$ cat config.mk
export PLATFORM = sky130hd
export DESIGN_NAME = init_seq_ctrl
export DESIGN_NICKNAME = d
export VERILOG_FILES = /design/src/rtl/init_seq_ctrl.sv
export SDC_FILE = /design/constraint.sdc
export NUM_CORES = 1
export LEC_CHECK = 0
export CAP_MARGIN = 40
export CORE_MARGIN = 1
export CORE_UTILIZATION = 43
export DETAILED_ROUTE_END_ITERATION = 16
export DONT_BUFFER_PORTS = 1
export SLEW_MARGIN = 0
export SYNTH_ARGS = -nofsm -noshare
export SYNTH_HDL_FRONTEND = slang
export SYNTH_SLANG_ARGS = --single-unit
export TNS_END_PERCENT = 100
$ cat constraint.sdc
create_clock -name clk -period 3.45 [get_ports clk]
set_input_delay 0.1725 -clock clk [delete_from_list [all_inputs] [get_ports clk]]
set_output_delay 0.1725 -clock clk [all_outputs]
set_load 0.05 [all_outputs]
$ cat src/rtl/init_seq_ctrl.sv
// Initialize-then-verify sequencer for a small register bank, with an
// external access port that is only granted while the engine is at rest.
module init_seq_ctrl #(
  parameter int DEPTH     = 4,
  parameter int WIDTH     = 32,
  parameter int INIT_BASE = 22,
  parameter int INIT_STEP = 11
) (
  input  logic                     clk,
  input  logic                     rst,
  input  logic                     start,
  input  logic                     inj_en,
  input  logic [$clog2(DEPTH)-1:0] inj_addr,
  input  logic                     ext_req,
  input  logic                     ext_we,
  input  logic [$clog2(DEPTH)-1:0] ext_addr,
  input  logic [WIDTH-1:0]         ext_wdata,
  output logic                     ext_gnt,
  output logic [WIDTH-1:0]         ext_rdata,
  output logic                     busy,
  output logic                     done,
  output logic                     fail,
  output logic [$clog2(DEPTH)-1:0] fail_idx,
  output logic [15:0]              cyc_cnt
);

  localparam int AW = $clog2(DEPTH);

  typedef enum logic [2:0] {
    S_IDLE, S_INIT, S_SETTLE, S_CHECK, S_DONE, S_FAIL
  } state_t;

  state_t             state_q;
  logic [AW-1:0]      idx_q;
  logic [WIDTH-1:0]   bank_q [DEPTH];
  logic [WIDTH-1:0]   ext_rdata_q;
  logic [AW-1:0]      fail_idx_q;
  logic [15:0]        cyc_cnt_q;
  logic [15:0]        cyc_cnt_d;

  logic rest;
  logic launch;
  logic idx_last;
  logic mismatch;

  function automatic logic [WIDTH-1:0] pattern(input logic [AW-1:0] i);
    return WIDTH'(INIT_BASE) + WIDTH'(i) * WIDTH'(INIT_STEP);
  endfunction

  assign rest     = (state_q == S_IDLE) || (state_q == S_DONE) || (state_q == S_FAIL);
  assign launch   = rest && start;
  assign idx_last = (idx_q == AW'(DEPTH - 1));
  assign mismatch = (bank_q[idx_q] != pattern(idx_q));

  // A start in the same cycle as a request wins the bank.
  assign ext_gnt  = ext_req && rest && !start;

  always_comb begin
    cyc_cnt_d = cyc_cnt_q;
    if (launch) begin
      cyc_cnt_d = '0;
    end else if (busy && (cyc_cnt_q != 16'hFFFF)) begin
      cyc_cnt_d = cyc_cnt_q + 16'd1;
    end
  end

  always_ff @(posedge clk) begin
    if (rst) begin
      state_q     <= S_IDLE;
      idx_q       <= '0;
      ext_rdata_q <= '0;
      fail_idx_q  <= '0;
      cyc_cnt_q   <= '0;
    end else begin
      cyc_cnt_q <= cyc_cnt_d;
      case (state_q)
        S_IDLE, S_DONE, S_FAIL: begin
          if (start) begin
            state_q <= S_INIT;
            idx_q   <= '0;
          end else if (ext_gnt && !ext_we) begin
            ext_rdata_q <= bank_q[ext_addr];
          end
        end
        S_INIT: begin
          if (idx_last) begin
            state_q <= S_SETTLE;
            idx_q   <= '0;
          end else begin
            idx_q <= idx_q + AW'(1);
          end
        end
        S_SETTLE: state_q <= S_CHECK;
        S_CHECK: begin
          if (mismatch) begin
            state_q    <= S_FAIL;
            fail_idx_q <= idx_q;
          end else if (idx_last) begin
            state_q <= S_DONE;
          end else begin
            idx_q <= idx_q + AW'(1);
          end
        end
        default: state_q <= S_IDLE;
      endcase
    end
  end

  // Only one writer can be active per state, so the priority order is moot.
  always_ff @(posedge clk) begin
    if (rst) begin
      for (int i = 0; i < DEPTH; i++) begin
        bank_q[i] <= '0;
      end
    end else if (state_q == S_INIT) begin
      bank_q[idx_q] <= pattern(idx_q);
    end else if ((state_q == S_SETTLE) && inj_en) begin
      bank_q[inj_addr][0] <= ~bank_q[inj_addr][0];
    end else if (ext_gnt && ext_we) begin
      bank_q[ext_addr] <= ext_wdata;
    end
  end

  assign busy      = (state_q == S_INIT) || (state_q == S_SETTLE) || (state_q == S_CHECK);
  assign done      = (state_q == S_DONE);
  assign fail      = (state_q == S_FAIL);
  assign ext_rdata = ext_rdata_q;
  assign fail_idx  = fail_idx_q;
  assign cyc_cnt   = cyc_cnt_q;

endmodule

==> metrics.txt <==
Critical Path AT=2.89 ns; worst-margin pin slew=0.866 ns; IO Port Bufs=0; max-slew violations=0; Critical Path Slowest Stage Cell=or4b_4; worst-skew pair later-pin latency=0.44 ns; post-synthesis cell type count=52; Pwr Density=508 nW/um^2; P_sw=0.00122 W; commonest cells in the netlist=128 x edfxtp_1, 123 x nor2_1, 103 x nand2_1; Final Net Count=802; area delta synth->final=12.3%; Die Y=142 um; Pleak=3.32 nW; Comb pwr share=7.2%; ratio of cells with drive above 1 in the final layout=13.3%; Iter 0 DRT Violations=468; Yosys top cell area share=45.5%; clk root buf=clkbuf_16; largest net degree at the start of global routing=47; Starting Density=44.5%; clk_skew=0.0108 ns; Synth Instances=745; Core ar.=19,000 um^2; Hold Path Class=in2reg; remaining global-route overflow=0; drt first pass iters=4; Worst Hold Launch=ext_wdata[11]; Most common cell on crit path=or2_1; post-detail-place hpwl=13.9 mm; Int Pwr=0.00359 W; Clock Sink Count=185; most common flop cell mapped by yosys=edfxtp_1; nature of the critical path endpoint=flop; routing usage on met3=4.31%; Rel. slew slack=41.9%; number of flops mapped to enable cells by yosys=128; Via Count=5,745; Post-CTS Setup Bufs=0; Switching Share=25.4%; vias in the first global route=5,924; post-route setup TNS=0 ns; H-tree levels=4; Top Usage Layer GRT=met2; synth top area cells=edfxtp_1 46%, dfxtp_1 14%, mux4_2 9.9%; count of final setup violators=0; clock slew at reported path FFs=0.07 ns; Critical Path Source Type=flop; final wirelength=20.4 mm; Overall Power=0.00481 W; clock period minus worst slack=2.81 ns; fillers=1,674; GPL Wtd Cong=0.862; DIE AREA=20,200 um^2; max-cap viol count=0; Seq/Total Area, Yosys=59.1%; number of CTS-inserted buffers=17; critical path cell sequence=or4b_4, o32ai_1, a21oi_1, or2_1, or2_1, nand2b_1, buf_4; WS Path Type=reg2reg; CP max FO=31; CTS tree=yes; final cycle utilization of the critical path=81.4%; # diodes=0; first-pass GRT wire length=32.1 mm; FF+latch count, synth=185; Critical Path Max Stage Delay=0.56 ns; status=finished, final reports clean; grt met2 use=36.7%; Avg Inst Size Synth=11.3 um^2; Max Root-Sink Buffers=2; Routed WL per cell=19.9 um; vias per inst=5.59; critical register-to-register path startpoint=state_q[0]; net count after synthesis=792; drt drc=0; leading area contributor after synthesis=edfxtp_1; met1 Use GR=26.4%; CP startpoint=state_q[0]; RSZ-0062 raised after global routing=no; io pins=96; Final Hold Fails=0; Max Fclk=356 MHz; WHS=0.00630 ns; most frequent cell after synthesis=edfxtp_1; Clock Power Share=38.8%; part of the power in registers=53.9%; FFs w/ async S/R, synth=0%; GR Util All Layers=21.3%; Final ANT Viol Nets=0; initial antenna violation count=0; worst vdd rail ir drop=0.315 mV; Synth Warn #=0; Mapped Area=8440 um^2; Die X=142 um; Site Rows=50; critical path required time=3.53 ns
[worst max-delay path, delay by kind of cell (launching register included)]
kind | cells | cell delay [ns]
AOI/OAI and AO/OA | 2 | 0.26
and+or+nand+nor | 4 | 1.27
DFF | 1 | 0.52
buffers and inverters | 1 | 0.40
[final timing paths]
kind	depth (start not counted)	to	slack, ns
max	7	bank_q[0][31]	0.64
min	2	bank_q[3][11]	0.006
max reg2reg	7	bank_q[0][31]	0.64
min reg2reg	2	fail_idx[1]	0.60
[cell usage in the layout (no fill, tap or decap), types with 4 or more instances in the layout]
master / n
nand2b_1: 14
dlygate4sd3_1: 17
ha_1: 5
xnor2_1: 14
a21oi_1: 50
nand3_1: 8
edfxtp_1: 128
nor2_1: 122
mux4_2: 37
dfxtp_1: 57
nor3_1: 16
clkbuf_16: 17
xor2_1: 8
nand4_1: 10
inv_1: 44
inv_8: 4
nand2_1: 103
nor4_1: 20
buf_4: 17
or2_1: 4
nor2_2: 6
mux2i_1: 10
o21ai_0: 5
clkinvlp_4: 4
[state kept, by name, indices dropped and copies added (netlist names), named ones only]
register   count
idx_q          2
state_q        3
ext_rdata     32
bank_q       128
cyc_cnt       16
fail_idx       2
[timing repair]
| item | CTS | global route |
|---|---|---|
| resized for setup | 0 | 0 |
| hold endpoints to repair | 60 | 0 |
| hold buffers | 18 | 0 |
[cells by family (layout without fill, tap and decap cells)]
logic type | count (synthesis) | in the layout | synth area share, %
AND/OR/NAND/NOR | 323 | 323 | 17.4
flip-flops | 185 | 185 | 59.1
buffers and inverters | 89 | 112 | 4.36
AO/OA/AOI/OAI | 74 | 74 | 5.05
multiplexers | 47 | 47 | 11.1
XOR/XNOR | 22 | 22 | 2.28
adder cells (fa/ha/maj) | 5 | 5 | 0.741
[stage by stage]
step | cells | instance area [um^2] | util [%] | worst slack, ns
6_report | 1028 | 9480 | 50.0 | 0.643
5_1_grt | 1028 | 9480 | 50.0 | 0.492
4_1_cts | 1028 | 9480 | 50.0 | 0.654
3_5_place_dp | 978 | 8730 | 46.1 | 0.656
3_3_place_gp | 978 | 8730 | 46.1 | 0.727
2_1_floorplan | 745 | 8440 | - | 0.504
[power by group through the flow]
stage	registers [W]	logic, W	clock network (W)
floorplan	0.00261	0.000268	0
global placement	0.00264	0.000320	0
detailed placement	0.00265	0.000323	0
CTS	0.00260	0.000352	0.00190
global route	0.00261	0.000379	0.00198
finish	0.00260	0.000349	0.00187
[cell type report]
type                            count  area [um^2]  share of cell area (%)
Clock inverter                     15          136                    1.44
Inverter                           44          165                    1.74
Sequential cell                   185         4980                    52.6
Timing Repair Buffer               36          338                    3.56
Tap cell                          260          325                    3.43
Clock buffer                       17          425                    4.49
Multi-Input combinational cell    471         3110                    32.8
[routing by layer]
layer	up-vias	share of wire [%]
met5	-	0
met4	0	2.1
met3	25	5.7
met2	200	51
met1	2863	41
li1	2657	-
Note: power is estimated with default switching activity, not from simulation.
